`config.mk`:
```
export PLATFORM = sky130hd
export DESIGN_NAME = ps2_mouse_packet
export DESIGN_NICKNAME = d
export VERILOG_FILES = /design/src/rtl/ps2_mouse_pkg.sv /design/src/rtl/ps2_cursor_accum.sv /design/src/rtl/ps2_mouse_packet.sv
export SDC_FILE = /design/constraint.sdc
export NUM_CORES = 1
export LEC_CHECK = 0
export BUFFER_PORTS_ARGS = -buffer_cell sky130_fd_sc_hd__buf_2
export CORE_UTILIZATION = 30
export DETAILED_ROUTE_END_ITERATION = 7
export PLACE_DENSITY_LB_ADDON = 0.15
export SLEW_MARGIN = 10
export SYNTH_ARGS = -nofsm -noshare
export SYNTH_HDL_FRONTEND = slang
export SYNTH_SLANG_ARGS = --single-unit
```
`constraint.sdc`:
```
create_clock -name clk -period 3.5 [get_ports clk]
set_clock_uncertainty 0.05 [all_clocks]
set_input_delay 0.35 -clock clk [delete_from_list [all_inputs] [get_ports clk]]
set_output_delay 0.35 -clock clk [all_outputs]
set_load 0.005 [all_outputs]
```
`src/rtl/ps2_mouse_pkg.sv`:
```
// Shared types for the PS/2 mouse packet assembler.
// Packet state, decoded packet bundle and header decode helper.
package ps2_mouse_pkg;

    typedef enum logic [1:0] {
        BYTE0,
        BYTE1,
        BYTE2
    } pkt_state_t;

    typedef struct packed {
        logic              btn_l;
        logic              btn_m;
        logic              btn_r;
        logic              x_ovf;
        logic              y_ovf;
        logic signed [8:0] dx;
        logic signed [8:0] dy;
    } mouse_pkt_t;

    localparam int SYNC_BIT = 3;

    // Header byte carries buttons, overflow flags and the delta sign bits.
    function automatic mouse_pkt_t decode_hdr(input logic [7:0] b);
        mouse_pkt_t p;
        p.btn_l = b[0];
        p.btn_r = b[1];
        p.btn_m = b[2];
        p.x_ovf = b[6];
        p.y_ovf = b[7];
        p.dx    = {b[4], 8'h00};
        p.dy    = {b[5], 8'h00};
        return p;
    endfunction

endpackage

```
`src/rtl/ps2_cursor_accum.sv`:
```
// Absolute cursor position: adds packet deltas and clamps to the screen.
// y is screen sense, so the PS/2 up-positive dy is subtracted.
module ps2_cursor_accum #(
    parameter int X_MAX  = 639,
    parameter int Y_MAX  = 479,
    parameter int POS_W  = 10,
    parameter int X_INIT = 320,
    parameter int Y_INIT = 240
) (
    input  logic             clk,
    input  logic             rst,
    input  logic             pkt_valid,
    input  logic [8:0]       dx,
    input  logic [8:0]       dy,
    output logic [POS_W-1:0] x_pos,
    output logic [POS_W-1:0] y_pos
);

    localparam int SW = POS_W + 2;
    localparam logic signed [SW-1:0] XMAX_S = SW'(X_MAX);
    localparam logic signed [SW-1:0] YMAX_S = SW'(Y_MAX);

    logic [POS_W-1:0]     x_q, x_d;
    logic [POS_W-1:0]     y_q, y_d;
    logic signed [SW-1:0] xs, ys;

    always_comb begin
        x_d = x_q;
        y_d = y_q;
        xs  = $signed({2'b00, x_q}) + $signed({{(SW-9){dx[8]}}, dx});
        ys  = $signed({2'b00, y_q}) - $signed({{(SW-9){dy[8]}}, dy});
        if (pkt_valid) begin
            if (xs[SW-1])         x_d = '0;
            else if (xs > XMAX_S) x_d = POS_W'(X_MAX);
            else                  x_d = xs[POS_W-1:0];
            if (ys[SW-1])         y_d = '0;
            else if (ys > YMAX_S) y_d = POS_W'(Y_MAX);
            else                  y_d = ys[POS_W-1:0];
        end
    end

    always_ff @(posedge clk or negedge rst) begin
        if (!rst) begin
            x_q <= POS_W'(X_INIT);
            y_q <= POS_W'(Y_INIT);
        end else begin
            x_q <= x_d;
            y_q <= y_d;
        end
    end

    assign x_pos = x_q;
    assign y_pos = y_q;

endmodule

```
`src/rtl/ps2_mouse_packet.sv`:
```
// Assembles 3-byte PS/2 stream packets, decodes buttons/deltas and
// drives a clamped cursor position.
import ps2_mouse_pkg::*;

module ps2_mouse_packet #(
    parameter int X_MAX          = 639,
    parameter int Y_MAX          = 479,
    parameter int POS_W          = 10,
    parameter int X_INIT         = 320,
    parameter int Y_INIT         = 240,
    parameter int TIMEOUT_CYCLES = 100000
) (
    input  logic             clk,
    input  logic             rst,
    input  logic             en,
    input  logic             rx_done_tick,
    input  logic [7:0]       rx_dout,
    output logic             pkt_valid,
    output logic             btn_l,
    output logic             btn_m,
    output logic             btn_r,
    output logic [8:0]       dx,
    output logic [8:0]       dy,
    output logic [POS_W-1:0] x_pos,
    output logic [POS_W-1:0] y_pos,
    output logic [7:0]       sync_err_count
);

    localparam int TMO_W = $clog2(TIMEOUT_CYCLES + 1);

    pkt_state_t       state_q, state_d;
    logic [TMO_W-1:0] tmo_q, tmo_d;
    mouse_pkt_t       asm_q, asm_d;
    mouse_pkt_t       pkt_q, pkt_d;
    logic             pv_q, pv_d;
    logic [7:0]       err_q, err_d;

    always_comb begin
        state_d = state_q;
        tmo_d   = tmo_q;
        asm_d   = asm_q;
        pkt_d   = pkt_q;
        pv_d    = 1'b0;
        err_d   = err_q;
        if (!en) begin
            state_d = BYTE0;
            tmo_d   = '0;
        end else if (rx_done_tick) begin
            // An arriving byte always beats a coincident timeout.
            tmo_d = '0;
            unique case (state_q)
                BYTE0: begin
                    if (rx_dout[SYNC_BIT]) begin
                        asm_d   = decode_hdr(rx_dout);
                        state_d = BYTE1;
                    end else if (err_q != 8'hFF) begin
                        err_d = err_q + 8'd1;
                    end
                end
                BYTE1: begin
                    asm_d.dx[7:0] = rx_dout;
                    state_d       = BYTE2;
                end
                BYTE2: begin
                    pkt_d         = asm_q;
                    pkt_d.dy[7:0] = rx_dout;
                    pv_d          = 1'b1;
                    state_d       = BYTE0;
                end
                default: state_d = BYTE0;
            endcase
        end else if (state_q != BYTE0) begin
            if (tmo_q == TMO_W'(TIMEOUT_CYCLES)) begin
                state_d = BYTE0;
                tmo_d   = '0;
            end else begin
                tmo_d = tmo_q + 1'b1;
            end
        end
    end

    always_ff @(posedge clk or negedge rst) begin
        if (!rst) begin
            state_q <= BYTE0;
            tmo_q   <= '0;
            asm_q   <= '0;
            pkt_q   <= '0;
            pv_q    <= 1'b0;
            err_q   <= '0;
        end else begin
            state_q <= state_d;
            tmo_q   <= tmo_d;
            asm_q   <= asm_d;
            pkt_q   <= pkt_d;
            pv_q    <= pv_d;
            err_q   <= err_d;
        end
    end

    assign pkt_valid      = pv_q;
    assign btn_l          = pkt_q.btn_l;
    assign btn_m          = pkt_q.btn_m;
    assign btn_r          = pkt_q.btn_r;
    assign dx             = pkt_q.x_ovf ? 9'd0 : pkt_q.dx;
    assign dy             = pkt_q.y_ovf ? 9'd0 : pkt_q.dy;
    assign sync_err_count = err_q;

    ps2_cursor_accum #(
        .X_MAX  (X_MAX),
        .Y_MAX  (Y_MAX),
        .POS_W  (POS_W),
        .X_INIT (X_INIT),
        .Y_INIT (Y_INIT)
    ) u_accum (
        .clk       (clk),
        .rst       (rst),
        .pkt_valid (pv_q),
        .dx        (dx),
        .dy        (dy),
        .x_pos     (x_pos),
        .y_pos     (y_pos)
    );

endmodule

```
Word level (Yosys, flattened, before mapping)

Cells that the tools add are included.

Flip-flop bits (word level): 86
Input port bits: 12
Word-level logic and storage cells: 65

Add/subtract/negate cells: 4
$lt $le $gt $ge: 2
Equal/unequal tests: 8
Mux-type cells: 21
Bitwise operators: 1
Reductions and logical operators: 8

Operators by type and width:

| operator              | count |
|---|---|
| $mux 17               | 5 |
| $mux 10               | 4 |
| $mux 9                | 2 |
| $add 17x1->17 const B | 1 |
| $eq 17x17->1 const B  | 1 |
| $pmux 8 s2            | 1 |
| $add 11x9->12         | 1 |
| $gt 12x10->1 const B  | 1 |
| $gt 12x11->1 const B  | 1 |
| $sub 11x9->12         | 1 |
| $mux 2                | 5 |
| $add 8x1->8 const B   | 1 |
| $ne 8x8->1 const B    | 1 |
| $reduce_and 4->1      | 2 |
| $ne 3x1->1 const B    | 2 |
| $reduce_and 3->1      | 2 |
| $reduce_and 5->1      | 1 |
| $ne 4x4->1 const B    | 1 |
| $pmux 2 s2            | 1 |
| $reduce_bool 2->1     | 2 |
| $mux 1                | 3 |
| $eq 2x1->1 const B    | 1 |
| $eq 2x2->1 const B    | 1 |
| $logic_not 2->1       | 1 |
| other kinds (2)       | 2 |

Depth between registers and ports, before layout

Gate-level depths: netlist of run 1.

Depth in word-level cells: 5
Mapped depth: 13
Gate-level depth less buffers: 11

Modules after synthesis

A second synthesis of run 1 with hierarchy kept.

Cell total of the unflattened synthesis: 501
Area total of the unflattened synthesis: 5,058.6 µm²

Modules (own cells, without submodules):

| module           | times used | cells an instance | area each (µm²) | seq. area each (µm²) |
|---|---|---|---|---|
| ps2_mouse_packet | 1          | 257               | 2,947.8         | 1,651.6 |
| ps2_cursor_accum | 1          | 244               | 2,110.8         | 508.0 |

Worst setup path before layout of run 1

Ideal clock, no wire load.

Path kind: reg-to-reg
Start point: reg pkt_q[18] (netlist name)
End point: reg u_accum.y_q[5], in the netlist u_accum.y_pos[5]
Library setup time: 79 ps
Arrival: 2,774 ps
Slack: 597 ps
Stages on the path, launching flop included: 14
Buffers on the path: 2
Period minus slack after synthesis: 2,903 ps
Cells stage by stage: dfrtp_1 -> clkbuf_1 -> nor2b_1 -> ha_1 -> inv_1 -> fa_1 -> a211oi_1 -> o21ai_1 -> a31o_2 -> xor2_1 -> nand4_1 -> and4b_1 -> buf_6 -> a32o_2

Cells in the longest elaborated chain, start to end: 5

Ends and longest elaborated chain:

| element                | RTL line                | source |
|---|---|---|
| start, declared        | ps2_mouse_packet.sv:34  | `mouse_pkt_t pkt_q, pkt_d;` |
| start signal, assigned | ps2_mouse_packet.sv:94  | `pkt_q <= pkt_d;` |
| $mux 9 *               | ps2_mouse_packet.sv:105 | `assign dy = pkt_q.y_ovf ? 9'd0 : pkt_q.dy;` |
| net dy[0]              | ps2_mouse_packet.sv:23  | `output logic [8:0] dy,` |
| $sub 11x9->12 *        | ps2_cursor_accum.sv:31  | `ys = $signed({2'b00, y_q}) - $signed({{(SW-9){dy[8]}}, dy});` |
| $gt 12x10->1           | ps2_cursor_accum.sv:37  | `else if (ys > YMAX_S) y_d = POS_W'(Y_MAX);` |
| $mux 10                | ps2_cursor_accum.sv:37  |  |
| $mux 10 *              | ps2_cursor_accum.sv:36  | `if (ys[SW-1]) y_d = '0;` |
| end signal, assigned   | ps2_cursor_accum.sv:45  | `y_q <= POS_W'(Y_INIT);` |
| end signal, assigned   | ps2_cursor_accum.sv:48  | `y_q <= y_d;` |
| end, declared          | ps2_cursor_accum.sv:24  | `logic [POS_W-1:0] y_q, y_d;` |

Mark *: on every way through the listed nets, which the timed path passes. The rest lies on a longest branch.
A chain may end at the register's enable or synchronous reset.

Worst setup path after layout of run 1

Start point: reg pkt_q[18] (netlist name)
End point: reg u_accum.y_q[5], in the netlist u_accum.y_pos[5]

Cells in the longest elaborated chain, start to end: 5

Ends and longest elaborated chain:

| element         | RTL line |
|---|---|
| $mux 9 *        | ps2_mouse_packet.sv:105 |
| $sub 11x9->12 * | ps2_cursor_accum.sv:31 |
| $gt 12x10->1    | ps2_cursor_accum.sv:37 |
| $mux 10         | ps2_cursor_accum.sv:37 |
| $mux 10 *       | ps2_cursor_accum.sv:36 |

Every way passes the cells marked *; elsewhere a longest branch is shown, timed or not.

==> impl_metrics.json, run 1 <==
{
  "htree_num_levels": 3,
  "antenna_violations_before_repair": 0,
  "maxCapViolCount": 0,
  "drt-pass1-iter-count": 6,
  "synth.net_count": 584,
  "synthDominantCellAreaShare": 0.395,
  "worst_path_max_delay_cell": "sky130_fd_sc_hd__dfrtp_1",
  "ys.warnings.count": 0,
  "max_slew.worst_pin.slew_ns": 0.708,
  "post_synth_main_area_contributors": "sky130_fd_sc_hd__dfrtp_1 (40%), sky130_fd_sc_hd__nand2_1 (9.1%), sky130_fd_sc_hd__ha_1 (6.7%)",
  "r2r.worst_path.cells": 11,
  "grt_setup_unrepaired": "false",
  "grt_start_max_net_pins": 50,
  "finish.net_count": 650,
  "totalWireLength_mm": 12.2,
  "route.antenna.remaining_nets": 0,
  "hold_path.class": "input pin to asynchronous set/reset pin",
  "initialDrtViolationCount": 169,
  "number_of_instances_in_the_synthesized_netlist": 543,
  "io-pin-count": 62,
  "ys_ff_latch": 86,
  "row_count": 47,
  "diodes": 0,
  "seq_area_frac_synth": 0.426,
  "ff2ff_setup_slack_ns": 0.44,
  "first_global_vias": 4188,
  "count_of_flip_flops_with_a_built_in_enable_after_synthesis": 0,
  "clock_latency_ns": 0.34,
  "cts_setup_buffers": 0,
  "place.gp.congestion": 0.805,
  "grt_remaining_overflow": 0,
  "regToRegStartpoint": "pkt_q[18]",
  "failed_checks": "hold timing",
  "final.setup.tns_ns": 0,
  "path_class": "flip-flop to flip-flop",
  "clk_transition_reported_paths_ns": 0.06,
  "grt_pass1_wl_mm": 21.2,
  "clockBufferDepth": 2,
  "clockRootBuffer": "sky130_fd_sc_hd__clkbuf_16",
  "route.detailed.vias_per_inst": 4.92,
  "end_kind": "flip-flop",
  "crit_path_cell_trace": "nor2b_1, ha_1, inv_1, fa_1, a211oi_1, o21ai_1, a31o_2, xor2_1, nand4_1, and4b_1, a32o_2",
  "nFillCells": 1707,
  "crit-reg2reg-capture": "u_accum.y_pos[5]",
  "setup_viol_count_final": 0,
  "path_buf_inv": 1,
  "via_total_after_detailed_routing": 4097,
  "power_per_cell_area_mw_per_mm2": 608,
  "drt_drc_violations_left": 0,
  "library_cells_used_by_synthesis": 75,
  "post_synth_instance_area_mm2": 0.00507,
  "yosys_most_used_dff": "sky130_fd_sc_hd__dfrtp_1",
  "post-route-min-period_ns": 3.06,
  "gr_util_all_layers": 0.150,
  "die_h_um": 132,
  "worst-endpoint-arrival_ns": 3.28,
  "clock.fmax_mhz": 326,
  "initial_utilization": 0.307,
  "post_cts_resized": 0,
  "worst_ep_required_time_ns": 3.72,
  "coreArea_mm2": 0.0165,
  "dieWidth_um": 132,
  "syn2layout_area_growth_pct": 16.8,
  "synth-async-reset-ratio": 1.00,
  "globalRouteMet1Util": 0.193,
  "wire_per_inst_um": 14.6,
  "final_min_period_over_clock_period": 0.876,
  "gr-usage-met2": 0.254,
  "syn_area_per_cell_um2": 9.33,
  "worstPathMaxFanout": 10,
  "worst_hold_margin_ns": -0.0192,
  "total_die_area_mm2": 0.0174,
  "post_cts_hold_buffer_count": 0,
  "status": "finished, violations left",
  "crit_path_max_cell_delay_ns": 0.46,
  "drive_above_1_share": 0.196,
  "final-max-slew-violation-count": 0,
  "vdd.ir_drop.worst_mv": 0.301,
  "placement.io_buffers": 61,
  "hold_viol_final": 8,
  "final_cell_mix": "sky130_fd_sc_hd__nand2_1 (123), sky130_fd_sc_hd__dfrtp_1 (80), sky130_fd_sc_hd__buf_2 (60)",
  "p_leak_nw": 2.84,
  "max_slew_margin": 0.527,
  "synth_area_leader_cell": "sky130_fd_sc_hd__dfrtp_1",
  "global_route.peak_usage_layer": "met2",
  "grt_use_met3": 0.0327,
  "tritoncts.num_buffers": 9,
  "setup.worst_path.start_class": "flip-flop",
  "final_common_cell": "sky130_fd_sc_hd__nand2_1",
  "cts.sink_count": 86,
  "tritoncts": "built",
  "path_delay_family": "compound AO/OA/AOI/OAI gates",
  "post-dp-hpwl_mm": 9.16
}
registers in the layout (all words and copies together), names as in the netlist:
register        count
btn_r               1
sync_err_count      8
u_accum.y_pos      10
u_accum.x_pos      10
pkt_q              20
tmo_q              17
btn_l               1
pkt_valid           1
btn_m               1
asm_q              15
state_q             2
through the flow:
step / instance area [µm²] / utilization / setup WS (ns) / instances / total power, mW
3_3_place_gp: 5620 / 0.340 / 0.543 / 818 / 2.64
6_report: 5920 / 0.358 / 0.435 / 833 / 3.60
4_1_cts: 5920 / 0.358 / 0.418 / 833 / 3.66
2_1_floorplan: 5070 / - / 0.597 / 543 / 2.28
3_5_place_dp: 5620 / 0.340 / 0.438 / 818 / 2.66
5_1_grt: 5920 / 0.358 / 0.209 / 833 / 3.87
logic make-up (layout without fill, tap and decap cells):
kind of cell               count (synthesis)  count (layout)  share of synthesized area
muxes                                      8               8                     0.0178
xor gates and xnor gates                  29              29                     0.0501
adders and majority gates                 29              29                     0.0746
DFF                                       86              86                      0.426
buffers and inverters                     40             110                     0.0338
and+or+nand+nor                          242             242                      0.230
AOI/OAI and AO/OA                        109             109                      0.168
worst max path at each step:
stage	slack (ns)	cells after the start	endpoint	from
after floorplan	0.60	13	u_accum.y_pos[5]	pkt_q[18]
after global placement	0.54	11	u_accum.y_pos[5]	pkt_q[18]
after detailed placement	0.44	11	u_accum.y_pos[5]	pkt_q[18]
after CTS	0.42	11	u_accum.y_pos[5]	pkt_q[18]
after global routing	0.21	11	u_accum.y_pos[5]	pkt_q[18]
final	0.44	11	u_accum.y_pos[5]	pkt_q[18]
routing by layer:
layer  wire [µm]  up-vias
met5           0        -
met4         165        0
met3         406       15
met2        5910       73
met1        5710     1977
li1            -     2032
layout make-up:
type / count / area, µm² / area share
multi-input combinational: 417 / 2740 / 0.462
sequential: 86 / 2160 / 0.365
timing repair buffer: 65 / 338 / 0.0571
tap: 220 / 275 / 0.0465
clock buffer: 11 / 243 / 0.0410
inverter: 30 / 113 / 0.0190
clock inverter: 4 / 55.1 / 0.00930
synth_stat cells (all sizes together) (4+ instances only):
master  number
a22oi        6
xor2         9
a211oi       6
dfstp        6
ha          27
o21ai       37
o31ai        4
dfrtp       80
inv         30
nand2      123
a21oi       14
a21o         4
nor3         6
nand4       11
nand2b      13
nor2b       13
clkbuf       6
nor2        38
nand3       12
a311oi       8
mux2         8
and3         6
xnor2       20
report_power, final:
part / internal [mW] / total, mW / switching, mW
sequential: 1.16 / 1.30 / 0.140
combinational: 0.617 / 1.34 / 0.722
clock: 0.573 / 0.966 / 0.394
total: 2.35 / 3.60 / 1.26
Note: power is estimated with default switching activity, not from simulation.
==> run 2, diff against run 1 <==
==> constraint.sdc (replaced) <==
create_clock -name clk -period 4 [get_ports clk]
set_clock_uncertainty 0.05 [all_clocks]
set_input_delay 0.4 -clock clk [delete_from_list [all_inputs] [get_ports clk]]
set_output_delay 0.4 -clock clk [all_outputs]
set_load 0.005 [all_outputs]
==> run 2 against run 1 <==
Compared with the run above: the flow now finishes without violations; die area unchanged; clock power is 6.1% lower; sequential cell count is the same; global-route usage shrank 0.15 points; combinational power is 13% lower; count of clock-buffer cells in the layout did not move; cell count is the same; critical path type unchanged; largest cell class unchanged.
==> impl_metrics.json, run 2 (synthesis gave the netlist of run 1 again) <==
{
  "die_h_um": 132,
  "largest_registers": "pkt_q (20), tmo_q (17), asm_q (15)",
  "post_cts_hold_buffer_count": 0,
  "max_slew_margin": 0.492,
  "gr_util_all_layers": 0.149,
  "clock_latency_ns": 0.35,
  "clk_transition_reported_paths_ns": 0.06,
  "worst_ep_required_time_ns": 4.22,
  "r2r.worst_path.cells": 11,
  "regMostFlops": "pkt_q",
  "setup_viol_count_final": 0,
  "post-dp-hpwl_mm": 8.95,
  "grt_start_max_net_pins": 59,
  "final_min_period_over_clock_period": 0.763,
  "hold_path.class": "input pin to asynchronous set/reset pin",
  "crit_path_cell_trace": "nor2b_1, ha_1, inv_1, fa_1, a211oi_1, o21ai_1, a31o_2, xor2_1, nand4_1, and4b_1, a32o_2",
  "initialDrtViolationCount": 197,
  "initial_utilization": 0.307,
  "place.detailed.instances": 817,
  "design_power_total_mw": 3.21,
  "worst-endpoint-arrival_ns": 3.28,
  "tritoncts.num_buffers": 9,
  "clockBufferDepth": 2,
  "netSwitchingPower_mw": 1.11,
  "clock.fmax_mhz": 328,
  "antenna_violations_before_repair": 0,
  "final.setup.tns_ns": 0,
  "first_global_vias": 4128,
  "final-max-slew-violation-count": 0,
  "cts_setup_buffers": 0,
  "final_common_cell": "sky130_fd_sc_hd__nand2_1",
  "power_per_cell_area_mw_per_mm2": 541,
  "grt_setup_unrepaired": "false",
  "io-pin-count": 62,
  "drive_above_1_share": 0.194,
  "final-instance-count-excl-fill": 833,
  "hold_viol_final": 0,
  "cts.sink_count": 86,
  "worst_path_max_delay_cell": "sky130_fd_sc_hd__dfrtp_1",
  "post_cts_resized": 0,
  "total_die_area_mm2": 0.0174,
  "post-route-min-period_ns": 3.05,
  "route.detailed.vias_per_inst": 4.93,
  "clockRootBuffer": "sky130_fd_sc_hd__clkbuf_16",
  "path_class": "flip-flop to flip-flop",
  "setup.worst_path.start_class": "flip-flop",
  "drt_drc_violations_left": 0,
  "grt_pass1_wl_mm": 20.8,
  "p_int_mw": 2.10,
  "worst_hold_margin_ns": 0.0766,
  "end_kind": "flip-flop",
  "power.share.clock": 0.283,
  "max_slew.worst_pin.slew_ns": 0.763,
  "final_cell_mix": "sky130_fd_sc_hd__nand2_1 (123), sky130_fd_sc_hd__dfrtp_1 (80), sky130_fd_sc_hd__buf_2 (60)",
  "worstPathMaxFanout": 10,
  "grt_remaining_overflow": 0,
  "dieWidth_um": 132,
  "wire_per_inst_um": 14.5,
  "syn2layout_area_growth_pct": 17.0,
  "status": "finished clean",
  "crit_path_max_cell_delay_ns": 0.46,
  "via_total_after_detailed_routing": 4107,
  "p_leak_nw": 2.84,
  "finish.net_count": 649,
  "power.combinational.fraction": 0.364,
  "number_of_flip_flops_under_the_largest_register_name": 20,
  "totalWireLength_mm": 12.1,
  "htree_num_levels": 3,
  "seqPwrFrac": 0.353,
  "vdd.ir_drop.worst_mv": 0.223,
  "coreArea_mm2": 0.0165,
  "maxCapViolCount": 0,
  "row_count": 47,
  "sw_frac_of_total": 0.345,
  "drt-pass1-iter-count": 6,
  "final_util": 0.359,
  "place.gp.congestion": 0.804,
  "diodes": 0,
  "route.antenna.remaining_nets": 0,
  "tritoncts": "built",
  "placement.io_buffers": 61
}
-- run 2: routing by layer --
metal | share of wire | track usage
met3 | 0.045 | 0.0369
met2 | 0.49 | 0.252
met4 | 0.0099 | 0.0375
met1 | 0.45 | 0.189
met5 | 0 | 0
-- run 2: worst paths after layout --
check                            from               end  slack, ns
max in group asynchronous         rst         pkt_q[13]       2.97
min in group clk           rx_dout[1]          pkt_q[1]       0.25
max reg2reg                 pkt_q[18]  u_accum.y_pos[5]       0.95
max                         pkt_q[18]  u_accum.y_pos[5]       0.95
min reg2reg                 pkt_q[13]         pkt_q[13]       0.41
min                               rst  u_accum.x_pos[0]       0.08
-- run 2: area by class of cell --
| cell class | count | area [µm²] |
|---|---|---|
| Clock buffer | 11 | 233 |
| Clock inverter | 5 | 83.8 |
| Fill cell | 1695 | 10600 |
| Inverter | 30 | 113 |
| Multi-Input combinational cell | 417 | 2740 |
| Sequential cell | 86 | 2160 |
| Tap cell | 220 | 275 |
| Timing Repair Buffer | 64 | 330 |
-- run 2: power groups by stage --
stage	Clock (mW)	Combinational [mW]	Sequential, mW
after floorplan	0	0.870	1.12
after global placement	0	1.16	1.15
after detailed placement	0	1.17	1.15
after CTS	0.941	1.18	1.13
after global routing	0.979	1.31	1.15
final	0.907	1.17	1.13
-- run 2: stage by stage --
| step | setup slack, ns | cell area [µm²] |
|---|---|---|
| floorplan | 1.10 | 5070 |
| global placement | 1.05 | 5610 |
| global route | 0.721 | 5930 |
| finish | 0.949 | 5930 |
| detailed placement | 0.963 | 5610 |
| CTS | 0.933 | 5930 |
-- run 2: worst max-delay path, delay by kind of cell, from the launching register on --
kind | cells | cell delay, ns
compound gates | 4 | 1.05
fa+ha+maj | 2 | 0.62
simple gates | 3 | 0.57
flops | 1 | 0.46
xor+xnor | 1 | 0.18
buf+inv | 1 | 0.06
==> run 3, diff against run 2 <==
--- a/config.mk
+++ b/config.mk
@@ -5,6 +5,7 @@
 export SDC_FILE = /design/constraint.sdc
 export NUM_CORES = 1
 export LEC_CHECK = 0
+export ABC_AREA = 1
 export BUFFER_PORTS_ARGS = -buffer_cell sky130_fd_sc_hd__buf_2
 export CORE_UTILIZATION = 30
 export DETAILED_ROUTE_END_ITERATION = 7
==> constraint.sdc (replaced) <==
create_clock -name clk -period 2.6 [get_ports clk]
set_clock_uncertainty 0.05 [all_clocks]
set_input_delay 0.26 -clock clk [delete_from_list [all_inputs] [get_ports clk]]
set_output_delay 0.26 -clock clk [all_outputs]
set_load 0.005 [all_outputs]
==> run 3 against run 2 <==
Compared with the run above: global-route usage increased by 0.73 points; die area barely moved; cell count grew 17%; critical path type unchanged; critical endpoint is now u_accum.x_pos[4]; area after synthesis hardly changed.
==> impl_metrics.json, run 3 <==
{
  "finalWorstSetupSlack_ns": 0.148,
  "route.antenna.remaining_nets": 0,
  "cp-startpoint": "pkt_q[9]",
  "ys_ff_latch": 86,
  "post_synth_fa_ha_maj_area_fraction": 0.0745,
  "drive_above_1_share": 0.202,
  "drt_drc_violations_left": 0,
  "seqPwrFrac": 0.286,
  "yosys_most_used_dff": "sky130_fd_sc_hd__dfrtp_1",
  "number_of_instances_in_the_synthesized_netlist": 671,
  "clock.fmax_mhz": 408,
  "path_class": "flip-flop to flip-flop",
  "vdd.ir_drop.worst_mv": 0.377,
  "final_common_cell": "sky130_fd_sc_hd__nand2_1",
  "totalWireLength_mm": 13.0,
  "ys.warnings.count": 0,
  "number_of_flip_flops_under_the_largest_register_name": 20,
  "setup_viol_count_final": 0,
  "row_count": 47,
  "maxCapViolCount": 0,
  "total_die_area_mm2": 0.0174,
  "count_of_flip_flops_with_a_built_in_enable_after_synthesis": 0,
  "initialDrtViolationCount": 228,
  "final-max-slew-violation-count": 0,
  "power_per_cell_area_mw_per_mm2": 1110,
  "synth_most_common_cell": "sky130_fd_sc_hd__nand2_1",
  "synth.area.mux_share": 0,
  "grt_pass1_wl_mm": 21.7,
  "clockRootBuffer": "sky130_fd_sc_hd__clkbuf_16",
  "grt_use_met3": 0.0319,
  "io-pin-count": 62,
  "placement.io_buffers": 61,
  "coreArea_mm2": 0.0165,
  "synth.net_count": 712,
  "sw_frac_of_total": 0.446,
  "gr-usage-met2": 0.249,
  "syn2layout_area_growth_pct": 20.8,
  "globalRouteMet1Util": 0.208,
  "library_cells_used_by_synthesis": 39,
  "p_int_mw": 3.77,
  "antenna_violations_before_repair": 0,
  "route.detailed.vias_per_inst": 4.60,
  "place.gp.congestion": 0.867,
  "finish.net_count": 787,
  "regMostFlops": "pkt_q",
  "wire_per_inst_um": 13.4,
  "grt_start_max_net_pins": 53,
  "post-dp-hpwl_mm": 9.74,
  "first_global_vias": 4332,
  "power.share.clock": 0.197,
  "largest_registers": "pkt_q (20), tmo_q (17), asm_q (15)",
  "netSwitchingPower_mw": 3.03,
  "final_cell_mix": "sky130_fd_sc_hd__nand2_1 (198), sky130_fd_sc_hd__inv_1 (96), sky130_fd_sc_hd__dfrtp_1 (80)",
  "dieWidth_um": 132,
  "placedInstanceArea_mm2": 0.00568,
  "clockBufferDepth": 2,
  "worst_ep_required_time_ns": 2.79,
  "finish.instance_area_mm2": 0.00613,
  "post_synth_main_area_contributors": "sky130_fd_sc_hd__dfrtp_1 (39%), sky130_fd_sc_hd__nand2_1 (15%), sky130_fd_sc_hd__inv_1 (7.1%)",
  "htree_num_levels": 3,
  "initial_utilization": 0.307,
  "clk_transition_reported_paths_ns": 0.07,
  "hold_path.class": "input pin to flip-flop",
  "cts.sink_count": 86,
  "synth_area_leader_cell": "sky130_fd_sc_hd__dfrtp_1",
  "status": "finished clean",
  "post-route-min-period_ns": 2.45,
  "via_total_after_detailed_routing": 4468,
  "crit-reg2reg-capture": "u_accum.x_pos[4]",
  "drt-pass1-iter-count": 6,
  "hold_viol_final": 0,
  "gr_util_all_layers": 0.156,
  "synth-xor-area-share": 0.0294,
  "global_route.peak_usage_layer": "met2",
  "setup.worst_path.start_class": "flip-flop",
  "die_h_um": 132,
  "r2r.worst_path.cells": 16,
  "grt_remaining_overflow": 0,
  "p_leak_nw": 3.27,
  "tritoncts.num_buffers": 9,
  "max_slew_margin": 0.655,
  "synth_top_family_by_area": "simple AND/OR/NAND/NOR gates",
  "max_slew.worst_pin.slew_ns": 0.518,
  "synthDominantCellAreaShare": 0.395,
  "syn_area_per_cell_um2": 7.56,
  "worst-endpoint-arrival_ns": 2.64,
  "end_kind": "flip-flop",
  "worst_setup_path_endpoint": "u_accum.x_pos[4]",
  "netlist_top_cells_count": "sky130_fd_sc_hd__nand2_1 (206), sky130_fd_sc_hd__inv_1 (96), sky130_fd_sc_hd__dfrtp_1 (80)",
  "worst_hold_startpoint": "rx_dout[7]",
  "seq_area_frac_synth": 0.426,
  "synth-async-reset-ratio": 1.00,
  "post_synth_instance_area_mm2": 0.00507,
  "basic_gate_share_of_the_synthesized_area_counting_and_or_nand_and_nor_cells": 0.303,
  "place_ws_ns": -0.0130,
  "clock_latency_ns": 0.35,
  "power.combinational.fraction": 0.517,
  "final_min_period_over_clock_period": 0.943,
  "diodes": 0,
  "worstPathMaxFanout": 5,
  "tritoncts": "built",
  "ff2ff_setup_slack_ns": 0.15,
  "regToRegStartpoint": "pkt_q[9]",
  "synth_compound_area_frac": 0.0821
}
==> run 3: cell count changes after synthesis, moves of 11 or more <==
| cell | before | now |
|---|---|---|
| sky130_fd_sc_hd__a21oi_1 | 12 | 23 |
| sky130_fd_sc_hd__inv_1 | 30 | 96 |
| sky130_fd_sc_hd__nand2_1 | 123 | 206 |
| sky130_fd_sc_hd__nand2b_1 | 13 | 0 |
| sky130_fd_sc_hd__nand3_1 | 12 | 52 |
| sky130_fd_sc_hd__nor2b_1 | 12 | 0 |
| sky130_fd_sc_hd__xnor2_1 | 20 | 9 |
==> run 3: metal layers <==
layer / wire length [µm] / part of all wire
met1: 6310 / 0.49
met2: 5910 / 0.45
met5: 0 / 0
met3: 616 / 0.047
met4: 169 / 0.013
==> run 3: critical path, cell delays in order, from the launching register on <==
cell and delay (ns):
sky130_fd_sc_hd__dfrtp_1 0.33, sky130_fd_sc_hd__inv_1 0.06, sky130_fd_sc_hd__nor2_2 0.15, sky130_fd_sc_hd__ha_2 0.22
sky130_fd_sc_hd__inv_1 0.06, sky130_fd_sc_hd__fa_2 0.40, sky130_fd_sc_hd__inv_1 0.06, sky130_fd_sc_hd__nand3_1 0.08
sky130_fd_sc_hd__nand2_2 0.10, sky130_fd_sc_hd__nand2_1 0.07, sky130_fd_sc_hd__nand2_2 0.11, sky130_fd_sc_hd__a21oi_2 0.08
sky130_fd_sc_hd__nor2b_4 0.15, sky130_fd_sc_hd__nor2_4 0.19, sky130_fd_sc_hd__nand3_1 0.10, sky130_fd_sc_hd__nand2_1 0.07
sky130_fd_sc_hd__nand2_1 0.04
==> run 3: worst min-delay path by stage <==
| stage | endpoint | cells after the start | slack (ns) |
|---|---|---|---|
| 6_report | asm_q[16] | 3 | 0.11 |
| 5_1_grt | asm_q[16] | 3 | 0.13 |
| 4_1_cts | asm_q[16] | 3 | 0.10 |
| 3_5_place_dp | u_accum.x_pos[2] | 1 | 0.22 |
| 3_3_place_gp | u_accum.x_pos[1] | 1 | 0.22 |
| 2_1_floorplan | asm_q[10] | 0 | -0.09 |
==> run 3: kinds of logic (layout without fill, tap and decap cells) <==
logic type	after synthesis	in the layout
buf+inv	113	192
simple gates	348	349
compound gates	78	78
fa+ha+maj	29	29
flops	86	86
xor+xnor	17	17
==> run 3: cell type report <==
class | instances | area (µm²)
well taps | 220 | 275
fillers | 1723 | 10400
multi-input cells | 473 | 2590
inverters | 104 | 399
repair buffers | 72 | 405
clock inverters | 7 | 75.1
flip-flops and latches | 86 | 2160
clock buffers | 9 | 225
==> run 3: power groups by stage <==
| stage | registers, mW | logic (mW) | clock network (mW) |
|---|---|---|---|
| 5_1_grt | 2.00 | 4.04 | 1.43 |
| 6_report | 1.94 | 3.52 | 1.34 |
| 2_1_floorplan | 1.91 | 2.41 | 0 |
| 3_5_place_dp | 1.96 | 3.36 | 0 |
| 3_3_place_gp | 1.96 | 3.35 | 0 |
| 4_1_cts | 1.94 | 3.38 | 1.38 |
==> run 3: stage by stage <==
step,power (mW),utilization,setup TNS [ns],hold WS [ns],instances
2_1_floorplan,4.32,-,0,-0.0856,671
3_5_place_dp,5.32,0.344,-0.0281,0.220,950
3_3_place_gp,5.31,0.344,0,0.216,950
4_1_cts,6.70,0.363,0,0.100,968
6_report,6.80,0.371,0,0.107,971
5_1_grt,7.46,0.371,-0.269,0.129,971
==> run 3: what timing repair did <==
action                     4_1_cts  5_1_grt
hold endpoints to repair        28        0
pin swaps                        0        9
setup endpoints to repair        7       17
hold buffers                     1        0
gates cloned                     1        0
resized for setup                1       30
buffers inserted                 0        3
